### src/rtl/tile_ram_arbiter.sv
`default_nettype none
// +----------------------------------------------------------------------------+
// | Module  : tile_ram_arbiter                                                 |
// | Purpose : Single-port owner of the 16x8 tile-board RAM. Arbitrates between |
// |           the game FSM (read/write) and the VGA renderer (read-only), and  |
// |           contains a board loader that shuffles 8 tile pairs and writes    |
// |           all 16 words.                                                    |
// | Config  : ARB_RDATA_REG_EN - register g_rdata/v_rdata (rvalid 2 cycles     |
// |           after gnt) instead of a gated passthrough (rvalid 1 cycle after).|
// | Revision: 1.0 - initial release                                            |
// +----------------------------------------------------------------------------+
module tile_ram_arbiter #(
  parameter int unsigned VGA_MAX_WAIT = 4,
  parameter logic [7:0]  LFSR_TAPS    = 8'hB8
) (
  input  logic       clk,
  input  logic       resetn,
  input  logic [7:0] seed,
  input  logic       init_start,
  output logic       init_busy,
  output logic       init_done,
  input  logic       g_req,
  input  logic       g_we,
  input  logic [3:0] g_addr,
  input  logic [7:0] g_wdata,
  output logic       g_gnt,
  output logic       g_rvalid,
  output logic [7:0] g_rdata,
  input  logic       v_req,
  input  logic [3:0] v_addr,
  output logic       v_gnt,
  output logic       v_rvalid,
  output logic [7:0] v_rdata,
  output logic [3:0] ram_addr,
  output logic       ram_we,
  output logic [7:0] ram_wdata,
  input  logic [7:0] ram_rdata
);

  typedef enum logic [1:0] {
    ST_IDLE    = 2'd0,
    ST_SHUFFLE = 2'd1,
    ST_WRITE   = 2'd2
  } loadState_t;

  localparam logic [3:0] c_MAX_WAIT = 4'(VGA_MAX_WAIT);

  loadState_t r_state;
  loadState_t w_stateNext;

  logic [7:0] r_lfsr;
  logic [3:0] r_idx;          // shuffle position i, counts 15 down to 1
  logic [4:0] r_wrCnt;        // write address; bit 4 marks the finishing step
  logic [2:0] r_shadow [16];  // shuffled pair ids before they reach the RAM
  logic [3:0] r_waitCnt;

  logic       r_gGnt;
  logic       r_vGnt;
  logic       r_ramWe;
  logic [3:0] r_ramAddr;
  logic [7:0] r_ramWdata;
  logic       r_busy;
  logic       r_done;
  logic       r_gRd1;         // game read data is on ram_rdata this cycle
  logic       r_vRd1;         // VGA read data is on ram_rdata this cycle

  logic       w_start;
  logic       w_swap;
  logic       w_write;
  logic       w_finish;
  logic [3:0] w_mask;
  logic [3:0] w_j;
  logic       w_lfsrFb;
  logic       w_arbEn;
  logic       w_grantG;
  logic       w_grantV;

  // Smallest 2^n-1 covering i, so j is uniform over a tight range before rejection
  always_comb begin
    w_mask = 4'd1;
    if (r_idx >= 4'd8)      w_mask = 4'd15;
    else if (r_idx >= 4'd4) w_mask = 4'd7;
    else if (r_idx >= 4'd2) w_mask = 4'd3;
  end

  assign w_j      = r_lfsr[3:0] & w_mask;
  assign w_lfsrFb = ^(r_lfsr & LFSR_TAPS);

  // Loader next-state and step strobes
  always_comb begin
    w_stateNext = r_state;
    w_start     = 1'b0;
    w_swap      = 1'b0;
    w_write     = 1'b0;
    w_finish    = 1'b0;
    case (r_state)
      ST_IDLE: begin
        if (init_start) begin
          w_start     = 1'b1;
          w_stateNext = ST_SHUFFLE;
        end
      end
      ST_SHUFFLE: begin
        if (w_j <= r_idx) begin
          w_swap = 1'b1;
          if (r_idx == 4'd1) w_stateNext = ST_WRITE;
        end
      end
      ST_WRITE: begin
        if (r_wrCnt[4]) begin
          w_finish    = 1'b1;
          w_stateNext = ST_IDLE;
        end else begin
          w_write = 1'b1;
        end
      end
      default: w_stateNext = ST_IDLE;
    endcase
  end

  // Loader state register
  always_ff @(posedge clk or negedge resetn) begin
    if (!resetn) r_state <= ST_IDLE;
    else         r_state <= w_stateNext;
  end

  // Requests are only arbitrated while the loader is idle and not being started;
  // VGA wins over the game once it has waited VGA_MAX_WAIT cycles
  assign w_arbEn  = (r_state == ST_IDLE) && !init_start;
  assign w_grantV = w_arbEn && v_req && (!g_req || (r_waitCnt == c_MAX_WAIT));
  assign w_grantG = w_arbEn && g_req && !w_grantV;

  // Loader datapath: LFSR, Fisher-Yates shuffle of the shadow ids, write address
  always_ff @(posedge clk or negedge resetn) begin
    if (!resetn) begin
      r_lfsr  <= 8'h01;
      r_idx   <= 4'd0;
      r_wrCnt <= 5'd0;
      for (int k = 0; k < 16; k++) r_shadow[k] <= 3'd0;
    end else if (w_start) begin
      r_lfsr  <= (seed == 8'h00) ? 8'h01 : seed;
      r_idx   <= 4'd15;
      r_wrCnt <= 5'd0;
      for (int k = 0; k < 16; k++) r_shadow[k] <= 3'(k >> 1);
    end else if (r_state == ST_SHUFFLE) begin
      r_lfsr <= {r_lfsr[6:0], w_lfsrFb};
      if (w_swap) begin
        r_shadow[r_idx] <= r_shadow[w_j];
        r_shadow[w_j]   <= r_shadow[r_idx];
        r_idx           <= r_idx - 4'd1;
      end
    end else if (w_write) begin
      r_wrCnt <= r_wrCnt + 5'd1;
    end
  end

  // VGA starvation counter; frozen whenever arbitration is suspended
  always_ff @(posedge clk or negedge resetn) begin
    if (!resetn) begin
      r_waitCnt <= 4'd0;
    end else if (w_arbEn) begin
      if (!v_req || w_grantV)          r_waitCnt <= 4'd0;
      else if (r_waitCnt != c_MAX_WAIT) r_waitCnt <= r_waitCnt + 4'd1;
    end
  end

  // Registered RAM port, grants and loader status
  always_ff @(posedge clk or negedge resetn) begin
    if (!resetn) begin
      r_gGnt     <= 1'b0;
      r_vGnt     <= 1'b0;
      r_ramWe    <= 1'b0;
      r_ramAddr  <= 4'd0;
      r_ramWdata <= 8'd0;
      r_busy     <= 1'b0;
      r_done     <= 1'b0;
      r_gRd1     <= 1'b0;
      r_vRd1     <= 1'b0;
    end else begin
      r_gGnt  <= w_grantG;
      r_vGnt  <= w_grantV;
      r_ramWe <= 1'b0;
      r_done  <= w_finish;
      if (w_start)       r_busy <= 1'b1;
      else if (w_finish) r_busy <= 1'b0;
      if (w_write) begin
        r_ramWe    <= 1'b1;
        r_ramAddr  <= r_wrCnt[3:0];
        r_ramWdata <= {3'b000, r_shadow[r_wrCnt[3:0]], 1'b0, (r_wrCnt == 5'd0)};
      end else if (w_grantG) begin
        r_ramWe    <= g_we;
        r_ramAddr  <= g_addr;
        r_ramWdata <= g_wdata;
      end else if (w_grantV) begin
        r_ramAddr <= v_addr;
      end
      r_gRd1 <= r_gGnt & ~r_ramWe;
      r_vRd1 <= r_vGnt;
    end
  end

  assign g_gnt     = r_gGnt;
  assign v_gnt     = r_vGnt;
  assign ram_we    = r_ramWe;
  assign ram_addr  = r_ramAddr;
  assign ram_wdata = r_ramWdata;
  assign init_busy = r_busy;
  assign init_done = r_done;

`ifdef ARB_RDATA_REG_EN
  logic       r_gRvalid;
  logic       r_vRvalid;
  logic [7:0] r_gRdata;
  logic [7:0] r_vRdata;

  // Capture RAM data one cycle after it appears; data holds until the next read
  always_ff @(posedge clk or negedge resetn) begin
    if (!resetn) begin
      r_gRvalid <= 1'b0;
      r_vRvalid <= 1'b0;
      r_gRdata  <= 8'd0;
      r_vRdata  <= 8'd0;
    end else begin
      r_gRvalid <= r_gRd1;
      r_vRvalid <= r_vRd1;
      if (r_gRd1) r_gRdata <= ram_rdata;
      if (r_vRd1) r_vRdata <= ram_rdata;
    end
  end

  assign g_rvalid = r_gRvalid;
  assign v_rvalid = r_vRvalid;
  assign g_rdata  = r_gRdata;
  assign v_rdata  = r_vRdata;
`else
  // Passthrough gated by rvalid so idle outputs read as zero
  assign g_rvalid = r_gRd1;
  assign v_rvalid = r_vRd1;
  assign g_rdata  = r_gRd1 ? ram_rdata : 8'h00;
  assign v_rdata  = r_vRd1 ? ram_rdata : 8'h00;
`endif

endmodule
`default_nettype wire
### config.mk
export PLATFORM = sky130hd
export DESIGN_NAME = tile_ram_arbiter
export DESIGN_NICKNAME = d
export VERILOG_FILES = /design/src/rtl/tile_ram_arbiter.sv
export SDC_FILE = /design/constraint.sdc
export NUM_CORES = 1
export LEC_CHECK = 0
export CORE_MARGIN = 1
export CORE_UTILIZATION = 40
export DETAILED_ROUTE_END_ITERATION = 10
export GPL_TIMING_DRIVEN = 1
export SLEW_MARGIN = 20
export SYNTH_ARGS = -nofsm -noshare
export SYNTH_HDL_FRONTEND = slang
export SYNTH_SLANG_ARGS = --single-unit
### constraint.sdc
create_clock -name clk -period 5 [get_ports clk]
set_input_delay 1.25 -clock clk [delete_from_list [all_inputs] [get_ports clk]]
set_output_delay 1.25 -clock clk [all_outputs]
set_load 0.1 [all_outputs]
==> impl_metrics.csv <==
group,metric,value,unit
cells_and_area,fin_cells,854,
cells_and_area,mostFrequentLayoutCell,"dfrtp_1",
yosys,synthTopCellsByArea,"dfrtp_1, mux4_2, nand2_1",
hold_path,min-delay-start,"v_gnt",
grt,grt_pass1_wl,30.5,mm
routing,drtPass1Iterations,9,
timing,slew_headroom,32.2,%
worst_setup_path,cp_max_fo,19,
yosys,synthArstFlopShare,100,%
placement,placed_cells_incl_taps,838,
routing,routed_wl,19.4,mm
yosys,synth_edf_count,0,
timing,hold_violations,0,
placement,portBuffers,72,
cts,cts.clk_slew.worst_paths,70,ps
floorplan,core,14800,um^2
grt,grt_pass1_vias,5253,
cells_and_area,drive_gt1_share,18.2,%
timing,maxSlewViolCount,0,
yosys,yosysTopAreaCell,"dfrtp_1",
timing,worst_slew_pin_slew,1020,ps
worst_setup_path,crit_path_top_delay_cell,"o31ai_4",
cts,cts-root-buf,"clkbuf_16",
floorplan,die_height,126,um
timing,timing.final.crit_share,78.9,%
worst_setup_path,path_class,"reg2reg",
yosys,synth_seq_cells,90,
worst_setup_path,critPathRequiredTime,5260,ps
power_and_ir_drop,vdd_drop_max,0.390,mV
yosys,avgSynthCellArea,9.97,um^2
run_status,status,"finished with violations",
routing,vias,5407,
timing,final.setup.tns,0,ps
floorplan,initial_core_util,41.5,%
grt,grt_max_degree,67,
floorplan,rows,44,
hold_path,hp-class,"reg2reg",
floorplan,die-area,15800,um^2
worst_setup_path,path_cells,"o31ai_4 > inv_4 > ha_1 > nor2b_1 > o31ai_1 > a21o_1 > o21ai_0 > or2_2 > o221ai_1",
routing,wire_per_inst,22.7,um
floorplan,pin_count,73,
cells_and_area,area_growth,17.3,%
timing,clock_skew,10.4,ps
hold_path,min_path_cells,0,
cts,cts_tree,"built",
placement,place_congestion,0.945,
cells_and_area,n_antenna_cell,0,
worst_setup_path,path_buf_inv,1,
timing,fmax,0.253,GHz
worst_setup_path,critPathMaxStageDelay,690,ps
grt,antenna_found_initial,0,
routing,ant_nets,0,
yosys,ys_seq_area_share,36.8,%
cts,cts_setup_buffers,0,
routing,avgViaCountPerCell,6.33,
yosys,ys_warn_count,0,
timing,setup_violations,0,
cts,cts_resized,0,
placement,dpl.hpwl,13.7,mm
routing,initialDrtViolationCount,536,
yosys,synth.top_cell.area_share,36.4,%
grt,grtUsageTotal,25.4,%
job,drv_cap,0,
cts,cts.sinks,90,
grt,overflow,0,
yosys,ys.flop_type,"dfrtp_1",
worst_setup_path,r2r-start,"r_idx[3]",
cts,numCtsBuffers,9,
worst_setup_path,r2r_end,"r_shadow[37]",
worst_setup_path,reg2reg_slack,1050,ps
cts,cts_hold_buf,0,
floorplan,die_w,126,um
cts,cts.path.max_buffers,2,
cells_and_area,nets,715,
yosys,syn_inst,614,
hold_path,whs_endpoint,"v_rvalid",
worst_setup_path,cp-start-kind,"flip-flop",
worst_setup_path,cp-end-kind,"flip-flop",
worst_setup_path,crit_family,"compound AO/OA/AOI/OAI gates",
cells_and_area,final_cell_mix,"dfrtp_1, nand2_1, clkdlybuf4s50_1",
worst_setup_path,rr_worst_depth,9,
routing,route.detailed.drc,16,
timing,rsz0062_at_grt,"no",
cts,clk_latency,360,ps
yosys,syn_nets,664,
run_status,violations,"design-rule violations",
power_and_ir_drop,power_leakage,0.00286,uW
cts,htree_levels,3,
timing,fin_crit,3950,ps
power_and_ir_drop,p_per_area,786,nW/um^2
worst_setup_path,cp.arrival,4210,ps
yosys,synth_area,6120,um^2
yosys,synth_cell_types,76,
layer usage:
metal,track usage (%),vias to the layer above,routed length [um]
met5,0,-,0
met4,12.2,0,600
met3,4.63,40,1360
met2,41.2,277,9120
met1,32.9,2669,8280
li1,-,2421,-
synthesized netlist by cell type, drive strengths merged, types with 2 or more instances:
cell type   n
and2       23
nand3      24
a221o       2
o211ai      9
a221oi     18
o311ai      2
mux2i      12
mux2        6
clkbuf     14
ha         12
o31ai       4
nor3       26
xor2        2
a21oi      39
mux4       34
a21o        2
nand4b      2
nor4        2
inv        23
xnor2       6
nand4       3
or3         5
and3        3
o22a        2
nor2b       5
and4        2
buf        27
o221ai      8
nand2      73
nor2       42
nor3b       2
a211oi      2
o22ai      12
o32ai       5
dfrtp      89
nand2b      3
a22o        2
o21a        2
a31oi       4
or2         5
nand3b      7
a22oi      11
o21ai      30
cells by family (layout without fill, tap and decap cells):
kind of cell               count (synthesis)  in the layout  share of synthesized area [%]
and+or+nand+nor                          229            229                           19.0
AOI/OAI and AO/OA                        159            159                           19.1
muxes                                     52             52                           15.8
DFF                                       90             90                           36.8
adders and majority gates                 12             12                           2.45
xor gates and xnor gates                   8              8                           1.15
buffers and inverters                     64            120                           5.66
state kept, by name, summed over array words and instances (netlist names):
| register | flops |
|---|---|
| init_done | 1 |
| init_busy | 1 |
| r_state | 2 |
| r_shadow | 48 |
| r_lfsr | 8 |
| r_wrCnt | 5 |
| r_waitCnt | 4 |
| ram_addr | 4 |
| v_rvalid | 1 |
| r_idx | 4 |
| g_gnt | 1 |
| g_rvalid | 1 |
| ram_we | 1 |
| ram_wdata | 8 |
| v_gnt | 1 |
report_power, final:
group | switching, uW | leakage (uW) | total [uW] | internal (uW)
Clock | 311 | 0.000164 | 769 | 458
Sequential | 401 | 0.00107 | 1410 | 1010
Combinational | 2240 | 0.00162 | 3460 | 1220
Total | 2950 | 0.00286 | 5640 | 2690
layout make-up:
| type | instances | area, um^2 |
|---|---|---|
| clock buffers | 10 | 239 |
| flip-flops and latches | 90 | 2250 |
| multi-input cells | 460 | 3530 |
| clock inverters | 6 | 95.1 |
| well taps | 184 | 230 |
| fillers | 1374 | 7580 |
| inverters | 23 | 88.8 |
| repair buffers | 81 | 746 |
stage by stage:
stage | util (%) | area [um^2] | power, uW | setup slack [ps] | hold WS, ps
after floorplan | - | 6120 | 3940 | 1760 | 446
after global placement | 46.4 | 6840 | 4750 | 1340 | 360
after detailed placement | 46.4 | 6840 | 4800 | 1180 | 371
after CTS | 48.7 | 7180 | 5590 | 1140 | 384
after global routing | 48.7 | 7180 | 5910 | 864 | 397
final | 48.7 | 7180 | 5640 | 1050 | 377
worst max-delay path by stage:
stage	to	cells past startpoint	start	slack, ps
floorplan	g_rdata[7]	1	ram_rdata[7]	1760
global placement	r_shadow[37]	9	r_idx[3]	1340
detailed placement	r_shadow[37]	9	r_idx[3]	1180
CTS	r_shadow[37]	9	r_idx[3]	1140
global route	r_shadow[37]	9	r_idx[3]	860
finish	r_shadow[37]	9	r_idx[3]	1050
Note: power is estimated with default switching activity, not from simulation.
